$ cat src/rtl/sdram_arbiter.sv
// SDRAM command-bus arbiter.
// One sequencer (init, auto-refresh, write or read) owns the SDRAM pins at a time.
// Refresh always wins arbitration. Write and read alternate when both are waiting.
// Every pin output is registered and follows the current owner one cycle later.
//
// Handshake: a sequencer raises *_req and holds it until its *_en pulse.
// *_en is high for exactly one cycle, the first cycle of ownership.
// The owner keeps the bus until it pulses its own flag_*_end.
// End flags from any other source are ignored.
module sdram_arbiter #(
  parameter int ADDR_W = 12,
  parameter int DATA_W = 16,
  parameter int BANK_W = 2
) (
  input  logic              sclk,
  input  logic              s_rst,
  input  logic              flag_init_end,
  input  logic [3:0]        init_cmd,
  input  logic [ADDR_W-1:0] init_addr,
  input  logic              ref_req,
  input  logic              flag_ref_end,
  input  logic [3:0]        ref_cmd,
  input  logic [ADDR_W-1:0] ref_addr,
  output logic              ref_en,
  input  logic              wr_req,
  input  logic              flag_wr_end,
  input  logic [3:0]        wr_cmd,
  input  logic [ADDR_W-1:0] wr_addr,
  input  logic [BANK_W-1:0] wr_bank,
  input  logic [DATA_W-1:0] wr_data,
  output logic              wr_en,
  input  logic              rd_req,
  input  logic              flag_rd_end,
  input  logic [3:0]        rd_cmd,
  input  logic [ADDR_W-1:0] rd_addr,
  input  logic [BANK_W-1:0] rd_bank,
  output logic              rd_en,
  output logic              sdram_cke,
  output logic [3:0]        sdram_cmd,
  output logic [BANK_W-1:0] sdram_bank,
  output logic [ADDR_W-1:0] sdram_addr,
  output logic [DATA_W-1:0] sdram_dq_out,
  output logic              sdram_dq_oe
);

  localparam logic [3:0] CMD_NOP = 4'b0111;

  typedef enum logic [4:0] {
    INIT  = 5'b00001,
    ARBIT = 5'b00010,
    AREF  = 5'b00100,
    WRITE = 5'b01000,
    READ  = 5'b10000
  } state_t;

  state_t            state;
  state_t            state_nxt;
  logic              last_wr;
  logic              last_wr_nxt;
  logic              ref_en_nxt;
  logic              wr_en_nxt;
  logic              rd_en_nxt;
  logic [3:0]        cmd_nxt;
  logic [BANK_W-1:0] bank_nxt;
  logic [ADDR_W-1:0] addr_nxt;

  // State register and round-robin memory (last_wr = 1 after a write session).
  always_ff @(posedge sclk or posedge s_rst) begin
    if (s_rst) begin
      state   <= INIT;
      last_wr <= 1'b0;
    end else begin
      state   <= state_nxt;
      last_wr <= last_wr_nxt;
    end
  end

  // Next-state, grant decision and pin source selection for the current owner.
  always_comb begin
    state_nxt   = state;
    last_wr_nxt = last_wr;
    ref_en_nxt  = 1'b0;
    wr_en_nxt   = 1'b0;
    rd_en_nxt   = 1'b0;
    cmd_nxt     = CMD_NOP;
    bank_nxt    = '0;
    addr_nxt    = '0;
    unique case (state)
      INIT: begin
        cmd_nxt  = init_cmd;
        addr_nxt = init_addr;
        if (flag_init_end) state_nxt = ARBIT;
      end
      ARBIT: begin
        // Grants leave ARBIT only, so the one-cycle enable pulse lines up
        // with the first cycle in the new owner state.
        if (ref_req) begin
          state_nxt  = AREF;
          ref_en_nxt = 1'b1;
        end else if (wr_req && (!rd_req || !last_wr)) begin
          state_nxt = WRITE;
          wr_en_nxt = 1'b1;
        end else if (rd_req) begin
          state_nxt = READ;
          rd_en_nxt = 1'b1;
        end
      end
      AREF: begin
        cmd_nxt  = ref_cmd;
        addr_nxt = ref_addr;
        if (flag_ref_end) state_nxt = ARBIT;
      end
      WRITE: begin
        cmd_nxt  = wr_cmd;
        addr_nxt = wr_addr;
        bank_nxt = wr_bank;
        if (flag_wr_end) begin
          state_nxt   = ARBIT;
          last_wr_nxt = 1'b1;
        end
      end
      READ: begin
        cmd_nxt  = rd_cmd;
        addr_nxt = rd_addr;
        bank_nxt = rd_bank;
        if (flag_rd_end) begin
          state_nxt   = ARBIT;
          last_wr_nxt = 1'b0;
        end
      end
      default: state_nxt = INIT;
    endcase
  end

  // Registered grant pulses and pin outputs; DQ data follows the write command.
  always_ff @(posedge sclk or posedge s_rst) begin
    if (s_rst) begin
      ref_en       <= 1'b0;
      wr_en        <= 1'b0;
      rd_en        <= 1'b0;
      sdram_cmd    <= CMD_NOP;
      sdram_bank   <= '0;
      sdram_addr   <= '0;
      sdram_dq_out <= '0;
      sdram_dq_oe  <= 1'b0;
    end else begin
      ref_en       <= ref_en_nxt;
      wr_en        <= wr_en_nxt;
      rd_en        <= rd_en_nxt;
      sdram_cmd    <= cmd_nxt;
      sdram_bank   <= bank_nxt;
      sdram_addr   <= addr_nxt;
      sdram_dq_out <= wr_data;
      sdram_dq_oe  <= (state == WRITE);
    end
  end

  // Clock enable comes up on the first clock after reset release.
  always_ff @(posedge sclk or posedge s_rst) begin
    if (s_rst) sdram_cke <= 1'b0;
    else       sdram_cke <= 1'b1;
  end

endmodule

$ cat config.mk
export PLATFORM = sky130hd
export DESIGN_NAME = sdram_arbiter
export DESIGN_NICKNAME = d
export VERILOG_FILES = /design/src/rtl/sdram_arbiter.sv
export SDC_FILE = /design/constraint.sdc
export NUM_CORES = 1
export LEC_CHECK = 0
export CAP_MARGIN = 25
export CELL_PAD_IN_SITES_DETAIL_PLACEMENT = 1
export CELL_PAD_IN_SITES_GLOBAL_PLACEMENT = 1
export CORE_ASPECT_RATIO = 1.2
export CORE_UTILIZATION = 27
export CTS_BUF_LIST = sky130_fd_sc_hd__clkbuf_8
export CTS_CLUSTER_DIAMETER = 50
export CTS_CLUSTER_SIZE = 40
export DETAILED_ROUTE_END_ITERATION = 6
export PLACE_DENSITY_LB_ADDON = 0.1
export SLEW_MARGIN = 10
export SYNTH_ARGS = -nofsm -noshare
export SYNTH_HDL_FRONTEND = slang
export SYNTH_SLANG_ARGS = --single-unit
$ cat constraint.sdc
create_clock -name sclk -period 3.29 [get_ports sclk]
set_input_delay 0.658 -clock sclk [delete_from_list [all_inputs] [get_ports sclk]]
set_output_delay 0.658 -clock sclk [all_outputs]
set_load 0.005 [all_outputs]
==> results.json <==
{
  "status": "complete, no violations",
  "slowest_stage": "dfstp_2",
  "hold_viol": 0,
  "viasPerCell": 4.74,
  "grt_pass1_wl_mm": 9.54,
  "crit_fanout": 1,
  "core_area_sq_um": 6170,
  "ctsResizeCount": 0,
  "finalSetupTns_ns": 0,
  "start_util_pct": 28.4,
  "hold-worst-slack_ns": 0.570,
  "syn_inst": 145,
  "cts.clk_slew.worst_paths_ns": 0.09,
  "first_iter_violations": 45,
  "cts-root-buf": "clkbuf_8",
  "setup_viol": 0,
  "diodes": 0,
  "synth_cell_types": 28,
  "io_pins": 132,
  "fill_cells": 652,
  "multi_input_area_sq_um": 567,
  "hold_buffers": 0,
  "track_usage_pct": 18.9,
  "p_per_area_nw_per_um2": 551,
  "cts_max_level": 2,
  "syn_to_final_growth_pct": 87.1,
  "worst_slew_pin_slew_ns": 0.893,
  "critPathMaxStageDelay_ns": 0.53,
  "yosysSeqAreaShare_pct": 64.6,
  "final.min_clock_period_ns": 1.99,
  "dp_hpwl_mm": 4.85,
  "cts_buffers": 5,
  "cp_cell_sequence": "clkdlybuf4s50_1",
  "min_period_over_period_pct": 60.5,
  "whs_path_depth": 2,
  "cts_tree": "done",
  "worstSkewPairLatency_ns": 0.29,
  "gp_congestion": 0.753,
  "clkSinkCount": 45,
  "critical_path_cell_count": 1,
  "utilization_pct": 53.2,
  "die_area_sq_um": 6820,
  "final_common_cell": "clkdlybuf4s50_1",
  "wl_per_cell_microns": 17.4,
  "worst-path-buf-inv": 1,
  "arrival_ns": 1.33,
  "first_global_vias": 1859,
  "skew_ns": 0.00697,
  "maxCapViolations": 0,
  "worstPathRequired_ns": 2.63,
  "synth.avg_cell_area_sq_um": 12.1,
  "cts_setup_buffers": 0,
  "rsz0062_at_grt": "no",
  "antenna_found_initial": 0,
  "die_w_microns": 75.5,
  "regArea_sq_um": 1130,
  "slew_violations": 0,
  "fin_nets": 370,
  "cp_top_family": "flip-flops",
  "maxSlewHeadroom_pct": 40.5,
  "cellLeakagePower_nw": 1.42,
  "ys_warn_count": 0,
  "hold_class": "reg2reg",
  "synth_area_sq_um": 1750,
  "clockBufferDepth": 2,
  "grt_max_degree": 46,
  "ys_ff_latch": 45,
  "numPortBuffers": 131,
  "rrSetupSlack_ns": 1.35,
  "start_kind": "register",
  "drt_wl_total_mm": 6.25,
  "postRouteAntennaNets": 0,
  "vias": 1705,
  "rows": 31,
  "die_h_microns": 90.2,
  "grt-ovfl-total": 0,
  "drcViolationCount": 0,
  "ff2ff_path_depth": 3,
  "synth_fp_nets": 238,
  "critPathCaptureType": "output pin",
  "ir_drop_mv": 0.283,
  "layout_common_cells": "clkdlybuf4s50_1, dfrtp_1, a22oi_1",
  "drive_above_1_share_pct": 6.12,
  "drtPass1Iterations": 4,
  "max_freq_ghz": 0.503,
  "critical_path_class": "reg2out"
}
-- cell families (layout without fill, tap and decap cells) --
family / Yosys count / in the layout / synth area share [%]
compound gates: 45 / 45 / 19.1
flops: 45 / 45 / 64.6
simple gates: 40 / 40 / 12.6
buf+inv: 13 / 146 / 3.07
other cells: 1 / 1 / 0.214
xor+xnor: 1 / 1 / 0.500
-- synthesized netlist by cell type (all sizes together) --
library cell  number  share of area, %
a211oi             1              0.43
a21o               3               1.3
a21oi              2              0.57
a221oi             1              0.50
a22o               2               1.0
a22oi             33                14
a32o               1              0.57
and2               1              0.36
and3               5               1.8
buf                2              0.71
clkbuf             6               1.3
conb               1              0.21
dfrtp             41                59
dfstp              4               6.0
inv                5               1.1
nand2             16               3.4
nand2b             2              0.71
nand3              3              0.86
nor2               5               1.1
nor3               1              0.29
nor3b              4               2.4
nor4b              2               1.4
o21ai              2              0.57
or3                1              0.36
xor2               1              0.50
-- worst reg2reg max path, cell delays in order, from the launching register on --
cell and delay (ns):
dfrtp_1 0.46, or3_1 0.52, a221oi_1 0.66, a32o_1 0.25
-- path summary, 6_finish.rpt --
kind                              start             to
max                        sdram_cmd[0]   sdram_cmd[0]
min                             last_wr        last_wr
max reg2reg                    state[3]       state[1]
min reg2reg                     last_wr        last_wr
max in group asynchronous         s_rst   sdram_cmd[2]
min in group asynchronous         s_rst  sdram_addr[6]
-- power by group --
group          switching (W)  internal [W]
Combinational       0.000241      0.000387
Sequential         0.0000632      0.000686
Clock               0.000181      0.000247
Total               0.000486       0.00132
-- stage by stage --
stage,std cells,power (W),worst slack (ns),instance area (sq um)
3_3_place_gp,351,0.00138,1.34,3140
2_1_floorplan,145,0.00101,1.58,1750
5_1_grt,360,0.00192,1.22,3280
3_5_place_dp,351,0.00139,1.33,3140
6_report,360,0.00180,1.30,3280
4_1_cts,359,0.00183,1.28,3260
-- registers in the layout, indices dropped and copies added, names as in the netlist --
name and count:
last_wr 1, rd_en 1, ref_en 1, sdram_addr 12, sdram_bank 2, sdram_cke 1, sdram_cmd 4, sdram_dq_oe 1
sdram_dq_out 16, state 5, wr_en 1
-- layer usage --
metal  wire length, microns  track usage, %  vias up
li1                       -               -      789
met1                   2370            20.3      836
met2                   3310            34.5       74
met3                    474            5.72        6
met4                     90            5.09        0
met5                      0               0        -
-- area by class of cell --
class,instances,share of cell area (%)
clock inverters,2,1.15
repair buffers,133,40.8
flip-flops and latches,45,34.5
inverters,5,0.573
well taps,82,3.13
multi-input cells,87,17.3
clock buffers,6,2.52
Note: power is estimated with default switching activity, not from simulation.
